==> config.mk <==
export PLATFORM = sky130hd
export DESIGN_NAME = cpu_mem_responder
export DESIGN_NICKNAME = d
export VERILOG_FILES = /design/src/rtl/cpu_mem_responder.sv
export SDC_FILE = /design/constraint.sdc
export NUM_CORES = 1
export LEC_CHECK = 0
export ABC_CLOCK_PERIOD_IN_PS = 3100
export BUFFER_PORTS_ARGS = -buffer_cell sky130_fd_sc_hd__buf_2
export CORE_UTILIZATION = 45
export CTS_CLUSTER_DIAMETER = 50
export DETAILED_ROUTE_END_ITERATION = 12
export PLACE_DENSITY = 0.79
export SLEW_MARGIN = 20
export SYNTH_ARGS = -nofsm -noshare
export SYNTH_HDL_FRONTEND = slang
export SYNTH_SLANG_ARGS = --single-unit
==> constraint.sdc <==
create_clock -name clk_sys -period 3.1 [get_ports clk_sys]
set_clock_uncertainty 0.2 [all_clocks]
set_input_delay 0.465 -clock clk_sys [delete_from_list [all_inputs] [get_ports clk_sys]]
set_output_delay 0.465 -clock clk_sys [all_outputs]
set_load 0.005 [all_outputs]
==> src/rtl/cpu_mem_responder.sv <==
// Responder end of the CPU toggle request/acknowledge memory protocol, with a shared 8-bit loader write port.
// Optional build macro CPU_MEM_RESPONDER_SYNC_EN: req_toggle passes through a 2-flop synchronizer.
module cpu_mem_responder #(
  parameter int ADDR_W  = 25,
  parameter int LATENCY = 2
) (
  input  logic              clk_sys,
  input  logic              reset_n,
  input  logic              req_toggle,
  input  logic [ADDR_W-1:0] req_addr,
  input  logic [1:0]        req_wr_sel,
  input  logic [15:0]       req_din,
  output logic              ack_toggle,
  output logic [15:0]       dout,
  output logic              done,
  output logic [ADDR_W-2:0] mem_addr,
  output logic              mem_rd,
  output logic              mem_we,
  output logic [1:0]        mem_be,
  output logic [15:0]       mem_wdata,
  input  logic [15:0]       mem_rdata,
  input  logic              load_wr,
  input  logic [ADDR_W-1:0] load_addr,
  input  logic [7:0]        load_data,
  output logic              load_busy
);

  localparam logic [1:0] S_IDLE      = 2'd0;
  localparam logic [1:0] S_LOAD      = 2'd1;
  localparam logic [1:0] S_READ_WAIT = 2'd2;
  localparam logic [1:0] S_WRITE     = 2'd3;

  // Counter starts at LATENCY-1 so the completing edge is exactly LATENCY edges after the strobe edge.
  localparam logic [2:0] WAIT_INIT = 3'(LATENCY - 1);

  logic [1:0]        state;
  logic [2:0]        wait_cnt;
  logic              tog_lat;
  logic              req_cmp;
  logic [ADDR_W-1:0] hold_addr;
  logic [7:0]        hold_data;
  logic              unused_bits;

  assign unused_bits = req_addr[0];

`ifdef CPU_MEM_RESPONDER_SYNC_EN
  logic [1:0] req_sync;

  always_ff @(posedge clk_sys or negedge reset_n) begin
    if (!reset_n) req_sync <= 2'b00;
    else          req_sync <= {req_sync[0], req_toggle};
  end

  assign req_cmp = req_sync[1];
`else
  assign req_cmp = req_toggle;
`endif

  always_ff @(posedge clk_sys or negedge reset_n) begin
    if (!reset_n) begin
      state      <= S_IDLE;
      wait_cnt   <= 3'd0;
      tog_lat    <= 1'b0;
      ack_toggle <= 1'b0;
      dout       <= 16'h0000;
      done       <= 1'b0;
      mem_addr   <= '0;
      mem_rd     <= 1'b0;
      mem_we     <= 1'b0;
      mem_be     <= 2'b00;
      mem_wdata  <= 16'h0000;
      hold_addr  <= '0;
      hold_data  <= 8'h00;
      load_busy  <= 1'b0;
    end else begin
      mem_rd <= 1'b0;
      mem_we <= 1'b0;
      done   <= 1'b0;
      case (state)
        S_IDLE: begin
          // A loader write seen on this very edge already wins over a CPU request.
          if (load_wr || load_busy) begin
            state <= S_LOAD;
          end else if (req_cmp != ack_toggle) begin
            tog_lat  <= req_cmp;
            mem_addr <= req_addr[ADDR_W-1:1];
            if (req_wr_sel == 2'b00) begin
              mem_rd   <= 1'b1;
              wait_cnt <= WAIT_INIT;
              state    <= S_READ_WAIT;
            end else begin
              mem_we    <= 1'b1;
              mem_be    <= req_wr_sel;
              mem_wdata <= req_din;
              state     <= S_WRITE;
            end
          end
        end
        S_LOAD: begin
          mem_we    <= 1'b1;
          mem_addr  <= hold_addr[ADDR_W-1:1];
          mem_be    <= hold_addr[0] ? 2'b10 : 2'b01;
          mem_wdata <= {hold_data, hold_data};
          load_busy <= 1'b0;
          state     <= S_IDLE;
        end
        S_READ_WAIT: begin
          if (wait_cnt == 3'd0) begin
            dout       <= mem_rdata;
            ack_toggle <= tog_lat;
            done       <= 1'b1;
            state      <= S_IDLE;
          end else begin
            wait_cnt <= wait_cnt - 3'd1;
          end
        end
        S_WRITE: begin
          ack_toggle <= tog_lat;
          done       <= 1'b1;
          state      <= S_IDLE;
        end
        default: state <= S_IDLE;
      endcase
      // A new loader strobe overrides the clear issued from S_LOAD on the same edge.
      if (load_wr) begin
        hold_addr <= load_addr;
        hold_data <= load_data;
        load_busy <= 1'b1;
      end
    end
  end

endmodule

==> results by group <==
Pwr
  – Sequential power share: between 40% and 50%
  – Worst VDD drop: 450 uV
  – Clk pwr share: between 10% and 20%
  – Power Density: 853 mW/mm2
  – Cell leakage power: around 2.8 nW
  – Sw Ratio: between 30 and 40%
  – Pint: about 3.2 mW
  – Comb power frac: 40.7%
  – Tot Pwr: about 4.9 mW
  – Net Sw Power: between 1.5 and 2 mW

Global routing
  – Gr ovfl total: 0
  – Pin count of the biggest net entering global routing: 59
  – Antenna violations before repair: 1
  – Vias in the first global route: 3486
  – Gr usage total: 20.3%
  – Global-route wire length before repair: 17200 um

Route
  – Max layer used: met5
  – First DRT Iteration DRCs: 137
  – DR pass1 iterations: 4
  – Vias/cell: 5.27
  – Met2 wire length: approximately 5100 um
  – Met1 WL: 4450 um
  – WL final: 10400 um
  – Post-route DRC violation count: 0
  – Via count: between 3000 and 4000
  – WL met3: 798 um
  – Post-DRT Antenna Nets: 0
  – Drt wl/cell: about 17 um

Run status
  – Outcome: finished clean

Run
  – MaxCap Viol Count: 0

STA
  – Final hold viol count: 0
  – Fin. max-slew vios: 0
  – Minimum clock period: 2340 ps
  – Setup TNS: 0 ps
  – Min Hold Slack: 126 ps
  – Setup Viol. Count Final: 0
  – Fin crit share: around three quarters
  – FMAX: between 400 and 500 MHz
  – RSZ-0062 raised after global routing: false
  – Slew margin rel.: about a third
  – Actual slew at the worst max-slew pin: 1020 ps

Critical path
  – CP delay by family, top: simple AND/OR/NAND/NOR gates
  – CP Data Required Time: 3160 ps
  – Crit path largest cell delay: 900 ps
  – Crit path max fanout: 20
  – CP Capture Type: flop
  – Slowest CP cell: or4_1
  – CP Launch Point: state[0]
  – Critical R2R Launch: state[0]
  – Path type of the worst setup path: flop to flop
  – CP bufs+invs: 0
  – Startpoint types: flop
  – Worst EP arrival: ~2400 ps
  – Cells along the critical path: or4_1, nor2_1, mux2_2

Worst hold path
  – Hold Path Origin: load_addr[16]
  – Worst min path class: input port to flop

Final layout
  – Nets@finish: 590
  – Fillers: approximately 840
  – Area of the multi-input gates: 0.00188 mm2
  – Final Util: roughly three fifths
  – Fin cells: 630
  – Area delta synth->final: 23.7%
  – Share of post-route cells with drive strength above 1: about three fifths
  – Reg area: around 0.0026 mm2
  – # diodes: 0

Clocking
  – CTS tree: built
  – Maximum clock path buffer count: 2
  – Root Buffer: clkbuf_8
  – Cts bufs inserted: 9
  – H-tree Lvls: 3
  – # clock sinks: 102
  – Worst-Skew Late Latency: 360 ps
  – Clock-pin slew on the worst setup and hold paths: 110 ps

Synth
  – Cells after Synth: ~340
  – Mapped Avg Cell Area: 13.8 um2
  – Synth Warn #: 0
  – Synthesized flop and latch total: 102
  – Post-synthesis sequential area ratio: 54.9%
  – Number of synthesized flops with an enable pin: 0
  – Async SR Flop Fraction: 100%
  – Main flop type after synthesis: dfrtp_1
  – Distinct cells, synth: 39
  – Synth Cell Area: approximately 0.0046 mm2
  – Post-Syn Nets: 436

Die
  – Height of the die: 104 um
  – Die ar.: between 0.01 and 0.015 mm2
  – Total core area: about 0.01 mm2
  – IO Pins: 159
  – Initial core utilization: 46.9%
  – Die width: 104 um
  – Number of cell rows: 36

Placement
  – DP Cell Count: 613
  – RD Place Congestion: around 0.8
  – # port buffers: 157
  – Detail Placement HPWL: roughly 7300 um
-- flip-flops by register name, summed over array words and instances (netlist names) --
register	flops
hold_addr	25
mem_addr	24
dout	16
mem_wdata	16
hold_data	8
wait_cnt	3
mem_be	2
state	2
ack_toggle	1
done	1
load_busy	1
mem_rd	1
mem_we	1
tog_lat	1
-- kinds of logic (layout without fill, tap and decap cells) --
group / Yosys count / after routing / share of synthesized area (%)
flip-flops: 102 / 102 / 54.9
multiplexers: 101 / 101 / 26.0
AO/OA/AOI/OAI: 50 / 50 / 7.99
buffers and inverters: 45 / 204 / 4.98
AND/OR/NAND/NOR: 36 / 36 / 5.03
adder cells (fa/ha/maj): 2 / 2 / 0.538
XOR/XNOR: 2 / 2 / 0.538
-- layout by cell type (no fill, tap or decap), types with 3 or more instances in the layout --
cell type,instances
a211oi_1,21
buf_2,156
buf_4,8
clkbuf_8,9
dfrtp_1,102
inv_1,22
mux2_2,79
mux2_4,20
nand2b_1,3
nor2_1,4
nor4_1,16
o22ai_1,17
-- cells in the mapped netlist, drive strengths merged, types with 3 or more instances --
| master | instances | area share [%] |
|---|---|---|
| dfrtp | 102 | 55 |
| mux2 | 99 | 26 |
| inv | 22 | 1.8 |
| a211oi | 21 | 3.4 |
| o22ai | 17 | 2.3 |
| nor4 | 16 | 2.2 |
| buf | 15 | 2.6 |
| clkbuf | 8 | 0.65 |
| nor2 | 5 | 0.46 |
| nand2b | 3 | 0.40 |
| nor2b | 3 | 0.46 |
-- per-layer routing --
layer,vias up,GRT usage (%)
met1,1636,25.4
met4,2,5.80
li1,1544,-
met2,129,34.4
met3,11,5.60
met5,-,0
-- metrics by stage --
stage	setup WS [ps]	cell area (um2)
after floorplan	1030	4650
after detailed placement	722	5540
after global placement	766	5540
final	757	5750
after CTS	744	5750
after global routing	638	5750
-- path summary, 6_finish.rpt --
path / endpoint / slack, ps / cells after the start
worst max-delay path: tog_lat / 760 / 3
worst min-delay path: hold_addr[16] / 130 / 2
worst max register to register: tog_lat / 760 / 3
worst min register to register: dout[7] / 310 / 1
max in group asynchronous: mem_wdata[6] / 1470 / 3
min in group asynchronous: hold_addr[10] / 500 / 2
-- power by group through the flow --
| stage | Clock [mW] | Combinational, mW | Sequential, mW |
|---|---|---|---|
| finish | 0.875 | 2.00 | 2.04 |
| floorplan | 0 | 1.43 | 2.02 |
| detailed placement | 0 | 2.02 | 2.06 |
| global route | 0.952 | 2.18 | 2.09 |
| CTS | 0.897 | 2.03 | 2.04 |
| global placement | 0 | 1.95 | 2.03 |
-- area by class of cell --
class	instances	area share, %
Clock inverter	7	1.39
Inverter	22	1.44
Multi-Input combinational cell	191	32.6
Sequential cell	102	44.4
Clock buffer	9	2.15
Timing Repair Buffer	166	15.1
Tap cell	133	2.89
-- repair_timing --
| action | in CTS | in global routing |
|---|---|---|
| buffers inserted | 0 | 0 |
| resized for setup | 0 | 0 |
| hold buffers | 1 | 0 |
| hold endpoints to repair | 57 | 0 |
No activity file was read; power rests on OpenSTA's default activity.
